==> config.mk <==
export PLATFORM = sky130hd
export DESIGN_NAME = fetch_unit
export DESIGN_NICKNAME = d
export VERILOG_FILES = /design/src/rtl/fetch_unit.sv
export SDC_FILE = /design/constraint.sdc
export NUM_CORES = 1
export LEC_CHECK = 0
export ABC_AREA = 1
export ABC_CLOCK_PERIOD_IN_PS = 2200
export CORE_ASPECT_RATIO = 2
export CORE_MARGIN = 4
export CORE_UTILIZATION = 35
export CTS_CLUSTER_DIAMETER = 60
export DETAILED_ROUTE_END_ITERATION = 8
export PLACE_DENSITY = 0.81
export SLEW_MARGIN = 20
export SYNTH_ARGS = -nofsm -noshare
export SYNTH_HDL_FRONTEND = slang
export SYNTH_SLANG_ARGS = --single-unit
==> constraint.sdc <==
create_clock -name clk -period 2.2 [get_ports clk]
set_input_delay 0.66 -clock clk [delete_from_list [all_inputs] [get_ports clk]]
set_output_delay 0.66 -clock clk [all_outputs]
set_load 0.02 [all_outputs]
==> src/rtl/fetch_unit.sv <==
// fetch_unit: owns the PC, drives the instruction ROM address and registers {word, PC, PC+1} for decode.
// Optional event counters are built only when the FETCH_PERF_EN macro is defined.
module fetch_unit #(
    parameter int ADDR_W   = 8,
    parameter int DATA_W   = 32,
    parameter int RESET_PC = 0
) (
    input  logic                     clk,
    input  logic                     rst,
    input  logic                     stall,
    input  logic                     redir_valid,
    input  logic [1:0]               redir_kind,
    input  logic signed [15:0]       redir_off,
    input  logic [25:0]              redir_abs,
    input  logic [31:0]              redir_reg,
    output logic [ADDR_W-1:0]        imem_addr,
    input  logic [DATA_W-1:0]        imem_data,
    output logic [DATA_W-1:0]        if_instr,
    output logic [ADDR_W-1:0]        if_pc,
    output logic [ADDR_W-1:0]        if_pc_plus1,
    output logic                     if_valid,
    output logic [31:0]              perf_fetched,
    output logic [31:0]              perf_bubbles
);

    localparam logic [ADDR_W-1:0] ONE        = ADDR_W'(1);
    localparam logic [ADDR_W-1:0] RESET_PC_V = ADDR_W'(RESET_PC);

    typedef enum logic {
        ST_BUBBLE = 1'b0,
        ST_RUN    = 1'b1
    } state_t;

    state_t              r_state;
    state_t              w_state_nxt;
    logic [ADDR_W-1:0]   r_pc;
    logic [ADDR_W-1:0]   w_pc_nxt;
    logic [ADDR_W-1:0]   w_target;
    logic [DATA_W-1:0]   r_instr;
    logic [ADDR_W-1:0]   r_if_pc;
    logic [ADDR_W-1:0]   r_if_pc1;
    logic                w_take;
    logic                w_adv;
    logic                w_unused_bits;

    // Branch offsets are relative to the instruction after the branch, wrapping modulo 2^ADDR_W.
    function automatic logic [ADDR_W-1:0] branch_target(
        input logic [ADDR_W-1:0]  pc,
        input logic signed [15:0] off
    );
        return pc + ONE + ADDR_W'(off);
    endfunction

    // Only the low ADDR_W bits of the redirect operands address the ROM.
    assign w_unused_bits = ^{redir_off, redir_abs, redir_reg};

    always_comb begin
        w_take      = 1'b0;
        w_adv       = 1'b0;
        w_target    = r_pc;
        w_pc_nxt    = r_pc;
        w_state_nxt = r_state;

        // A redirect is only trusted when it comes from a real instruction in IF/ID.
        w_take = redir_valid && (r_state == ST_RUN) && (redir_kind != 2'b11);
        w_adv  = w_take || !stall;

        case (redir_kind)
            2'b00:   w_target = branch_target(r_if_pc, redir_off);
            2'b01:   w_target = redir_abs[ADDR_W-1:0];
            2'b10:   w_target = redir_reg[ADDR_W-1:0];
            default: w_target = r_pc;
        endcase

        if (w_take) begin
            w_pc_nxt    = w_target;
            w_state_nxt = ST_BUBBLE;
        end else if (!stall) begin
            w_pc_nxt    = r_pc + ONE;
            w_state_nxt = ST_RUN;
        end
    end

    always_ff @(posedge clk) begin
        if (rst) begin
            r_state <= ST_BUBBLE;
            r_pc    <= RESET_PC_V;
        end else begin
            r_state <= w_state_nxt;
            r_pc    <= w_pc_nxt;
        end
    end

    // On a redirect edge the word behind the branch still loads; the bubble state marks it invalid.
    always_ff @(posedge clk) begin
        if (rst) begin
            r_instr  <= '0;
            r_if_pc  <= '0;
            r_if_pc1 <= ONE;
        end else if (w_adv) begin
            r_instr  <= imem_data;
            r_if_pc  <= r_pc;
            r_if_pc1 <= r_pc + ONE;
        end
    end

    assign imem_addr   = r_pc;
    assign if_instr    = r_instr;
    assign if_pc       = r_if_pc;
    assign if_pc_plus1 = r_if_pc1;
    assign if_valid    = (r_state == ST_RUN);

`ifdef FETCH_PERF_EN
    logic [31:0] r_perf_fetched;
    logic [31:0] r_perf_bubbles;

    function automatic logic [31:0] sat_inc(input logic [31:0] v);
        return (v == 32'hFFFF_FFFF) ? v : v + 32'd1;
    endfunction

    // Every advancing edge retires what IF/ID held: a real instruction or a bubble.
    always_ff @(posedge clk) begin
        if (rst) begin
            r_perf_fetched <= '0;
            r_perf_bubbles <= '0;
        end else if (w_adv) begin
            if (r_state == ST_RUN) begin
                r_perf_fetched <= sat_inc(r_perf_fetched);
            end else begin
                r_perf_bubbles <= sat_inc(r_perf_bubbles);
            end
        end
    end

    assign perf_fetched = r_perf_fetched;
    assign perf_bubbles = r_perf_bubbles;
`else
    assign perf_fetched = '0;
    assign perf_bubbles = '0;
`endif

endmodule

# ---- Word level (Yosys, flattened, before mapping)
# Index checks and enable logic that the tools add are counted.
dict set report word_totals {
  reg_bits 57
  in_bits 112
  output_inout_bits 121
  word_cells 23
}
dict set report op_classes {
  addsub 3
  eq_ne 5
  mux 3
  n_reduce_logical 7
}
# cell count
set op_table {}
lappend op_table {{$pmux 8 s3} 1}
lappend op_table {{$add 8x1->8 const B} 2}
lappend op_table {{$mux 8} 2}
lappend op_table {{$add 8x8->8} 1}
lappend op_table {{$ne 4x1->1 const B} 1}
lappend op_table {{$eq 2x1->1 const B} 1}
lappend op_table {{$eq 2x2->1 const B} 1}
lappend op_table {{$logic_and 1x1->1} 2}
lappend op_table {{$logic_not 2->1} 1}
lappend op_table {{$ne 2x1->1 const B} 1}
lappend op_table {{$ne 2x2->1 const B} 1}
lappend op_table {{$reduce_and 2->1} 1}
lappend op_table {{$reduce_or 2->1} 1}
lappend op_table {{$logic_not 1->1} 1}
lappend op_table {{$logic_or 1x1->1} 1}

# ---- Logic depth before layout (Yosys ltp)
dict set report logic_depth {
  depth_word 4
  mapped_depth 13
  mapped_depth_nobuf 13
}

# ---- Worst setup path after synthesis
# OpenSTA, ideal clock, no wires.
dict set report synth_timing {
  kind {input to register}
  startpoint {input redir_off[0]}
  endpoint {register r_pc[4] (netlist: imem_addr[4])}
  setup_time_ns 0.122
  arrival_time_ns 1.798
  required_time_ns 2.078
  setup_slack_ns 0.279
  path_stages 10
  n_path_buf 0
  cell_sequence {inv_1 > ha_1 > fa_1 > inv_1 > nand2_1 > nand2_1 > and2_1 > nor2_1 > o211ai_1 > a21oi_1}
}
dict set report synth_via {
  elab_chain_len 3
}
# item line
set synth_rtl {}
lappend synth_rtl {{start, declared} 13} ;# input logic signed [15:0] redir_off,
lappend synth_rtl {{$add 8x8->8} 51} ;# return pc + ONE + ADDR_W'(off);
lappend synth_rtl {{$pmux 8 s3} 68} ;# case (redir_kind)
lappend synth_rtl {{$mux 8} 75} ;# if (w_take) begin
lappend synth_rtl {{end signal, assigned} 90} ;# r_pc <= w_pc_nxt;
lappend synth_rtl {{end, declared} 36} ;# logic [ADDR_W-1:0] r_pc;
# Every way passes these cells.
# A chain may end at the register's enable or synchronous reset.

# ---- Final worst setup path
dict set report layout_timing {
  startpoint {input redir_kind[0]}
  endpoint {register r_pc[7] (netlist: imem_addr[7])}
}
dict set report layout_via {
  elab_chain_len 4
  elab_cells_between_ends 10
  cone_classes {5 x eq/ne; 2 x mux; 3 x reduce/logical}
}
# item line
set layout_rtl {}
lappend layout_rtl {{start, declared} 12} ;# input logic [1:0] redir_kind,
lappend layout_rtl {{$ne 2x2->1} 65} ;# w_take = redir_valid && (r_state == ST_RUN) && (redir_kind != 2'b11);
lappend layout_rtl {{$logic_and 1x1->1} 65}
lappend layout_rtl {{$ne 4x1->1 (no line) / $ne 2x1->1 (equally long branches)} --}
lappend layout_rtl {{$reduce_and 2->1 (no line)} --}
# Parallel ways exist; a longest one is shown, timed or not.

==> summary by stage <==
STA
Static timing analysis puts the maximum clock frequency at 477 MHz. On the final layout, the worst hold slack is 0.448 ns. The final number of setup-violating endpoints is 0. In the finished design, the share of the clock period the worst path needs comes to 0.953. The final total negative setup slack is 0 ns.

The final critical-path required period is 2.10 ns. The number of endpoints with negative hold slack in the final report came to 0. Setup slack closes at 0.103 ns. The max-slew violation count came to 0. Setup repair after global routing could not meet its margin everywhere. On the final layout, the worst clock skew is 0.00518 ns.

Place
During placement, the flow inserted port buffers numbering 118. Before CTS, the worst setup slack after placement is -0.400 ns. The placed instances occupy a cell area of 4400 um2. At the end of routability-driven placement, the weighted congestion stood at 0.922. In this run, placement finished with an instance count of 670. Once detailed placement completed, the half-perimeter wirelength came to 7440 um.

Outcome
The run finished with clean final reports.

Job
The count of max-cap constraint violations is 0.

Hold path
The worst hold path startpoint is if_pc_plus1[0]$_SDFFE_PP1P_. The worst hold path belongs to the class flip-flop to flip-flop. The hold path endpoint is if_pc_plus1[0]$_SDFFE_PP1P_. The worst hold path stage count is 2.

Clock network
The clock drives 57 sinks. The H-tree was split into 3 levels. The largest buffer count on any clock path is 2. TritonCTS created 9 clock buffers. The tree is rooted in a clkbuf_16. The source-to-sink clock delay at the later pin of the worst-skew pair is 0.32 ns. The clock-pin slew reported for the worst setup and hold paths after clock tree synthesis is 0.05 ns. The count of hold buffers inserted by post-cts repair is 0. The TritonCTS clock tree is done.

Worst setup path
The arrival time of data at the critical path endpoint is 2.34 ns. The worst-case reg-to-reg path depth is 13. The highest net fanout along the worst path is 7. STA classifies the critical path startpoint as an input pin. The data required time at the worst endpoint is 2.44 ns. In this run the critical register-to-register path is captured at imem_addr[6]$_SDFFE_PP0P_. The critical path in this run is classified as input pin to flip-flop. The worst register-to-register path has a setup slack of 0.34 ns. The kind of end point of the critical path is a flip-flop.

The launch point of the worst reg-to-reg path is if_pc[0]$_SDFFE_PP0P_.

Global route
The pin count of the biggest net entering global routing is 47. The routing usage on met2 is 0.314. The number of antenna violations at the first check in global routing is 0. The met1 demand-to-capacity share in global routing is 0.154. The first-pass GRT wire length is 14400 um.

The via count of the first global-routing pass is 3146. The total routing usage reported by global routing is 0.164. The most used routing layer in global routing is met2. The fraction of met3 tracks used by global routing is 0.0304. Global routing finished with a remaining overflow of 0.

Layout
The share of post-route cells with drive strength above 1 is 0.0940. At the end of the flow, the number of nets in the layout was 705. The finished cells cover 4740 um2.

Measured on the finished design, the core utilization comes to 0.523. The most common cell after layout, fill and taps aside is clkdlybuf4s50_1. The final instance count without filler cells is 687. The area overhead of the layout relative to synthesis is 45.0%.

0 antenna diodes ended up in the layout. The top cell types in the final layout, fill and taps aside, are clkdlybuf4s50_1 (117), nor2_1 (79), conb_1 (64).

Die
The initial cell density of the core is 0.361. In this run the horizontal extent of the chip is 76.4 um. Measured along the y axis, the die boundary spans 145 um. The floorplan has 49 rows. The placeable core region is 9070 um2. The die covers 11100 um2. 233 I/O pins were placed.

Logic synthesis
Yosys printed 0 warnings. The count of unique library cells instantiated by Yosys is 32. The register bit total from synthesis is 57.

The share of the yosys chip area belonging to registers is 0.349. In this run the cell area of the synthesized design comes to 3270 um2. The synthesized area per cell is 7.24 um2. The post-synthesis instance total is 452.

Power and ir drop
The standby leakage power is 2.19 nW. Summing internal, switching and leakage power gives 3.44 mW. The power density over the cells is 726 nW/um2. The worst voltage drop across the vdd grid is 390 uV.

Route
After detailed routing, the number of vias per cell comes to 4.64. The routed wire length is 9410 um. The routed layout has 3187 vias. Once detail routing completed, the nets flagged for antenna violations numbered 0. The first TritonRoute pass finished after 4 iterations.

In the routed design, unresolved DRC markers number 0. After the first detailed-routing iteration, the DRC count stood at 167. Dividing the detail-routed wire length by the instance count gives 13.7 um.
## critical path, stage by stage
cell and delay, ns:
clkdlybuf4s50_1 0.48, ha_1 0.30, nor2_8 0.16, nor2_4 0.06
a21oi_2 0.21, buf_4 0.20, nand2_1 0.06, inv_1 0.05
nand2_1 0.05, a21oi_1 0.12
## final cells by class
type | count | area (um2)
Fill cell | 834 | 4330
Multi-Input combinational cell | 334 | 1670
Timing Repair Buffer | 137 | 1350
Sequential cell | 57 | 1140
Clock buffer | 11 | 243
Inverter | 41 | 154
Tap cell | 102 | 128
Clock inverter | 5 | 55.1
## sequential cells by signal, summed over array words and instances (netlist names)
register,count
if_instr,32
if_pc,8
if_pc_plus1,8
if_valid,1
imem_addr,8
## worst max-delay path by stage
| stage | startpoint | end | slack, ns | cells after the start |
|---|---|---|---|---|
| after detailed placement | redir_off[0] | imem_addr[6]$_SDFFE_PP0P_ | -0.40 | 14 |
| final | redir_kind[0] | imem_addr[7]$_SDFFE_PP0P_ | 0.10 | 10 |
| after CTS | redir_off[0] | imem_addr[6]$_SDFFE_PP0P_ | 0.03 | 14 |
| after global placement | redir_off[0] | imem_addr[6]$_SDFFE_PP0P_ | -0.34 | 14 |
| after floorplan | redir_off[0] | imem_addr[4]$_SDFFE_PP0P_ | 0.28 | 10 |
| after global routing | redir_kind[0] | imem_addr[0]$_SDFFE_PP0P_ | -0.0007 | 8 |
## kinds of logic after synthesis
logic type / Yosys count / synth area share
flops: 57 / 0.349
buf+inv: 124 / 0.225
simple gates: 159 / 0.205
other cells: 1 / 0.00115
compound gates: 93 / 0.155
xor+xnor: 5 / 0.0134
fa+ha+maj: 13 / 0.0520
## synthesized netlist by cell type, drive strengths merged
library cell  instances  area share
nand4                 1      0.0019
a21oi                30       0.048
a22o                  5       0.013
conb                  1      0.0011
nand3b                2      0.0046
dfxtp                57        0.35
or2                   3      0.0057
nand3                16       0.024
and2                  2      0.0038
xor2                  3      0.0080
buf                  76        0.17
nand2                52       0.061
clkbuf                7      0.0084
nor2                 81        0.10
clkinv                2      0.0023
o21ai                52       0.080
inv                  39       0.045
fa                    1      0.0061
o21a                  1      0.0023
ha                   12       0.046
o211ai                5       0.011
nor3                  2      0.0031
xnor2                 2      0.0054
## power breakdown
part,leakage [nW],switching (mW),internal [mW]
registers,0.473,0.0542,1.12
logic,1.58,0.508,0.393
clock network,0.142,0.467,0.902
## metal layers
layer / routed length (um) / share of wire
met2: 5060 / 0.54
met5: 0 / 0
met1: 3260 / 0.35
met4: 474 / 0.050
met3: 608 / 0.065
## timing repair
item	CTS	global route
gates resized for setup	4	8
setup buffers	0	1
endpoints found under the setup margin	1	2
pin swaps	2	8
(Power assumes the default switching activity.)
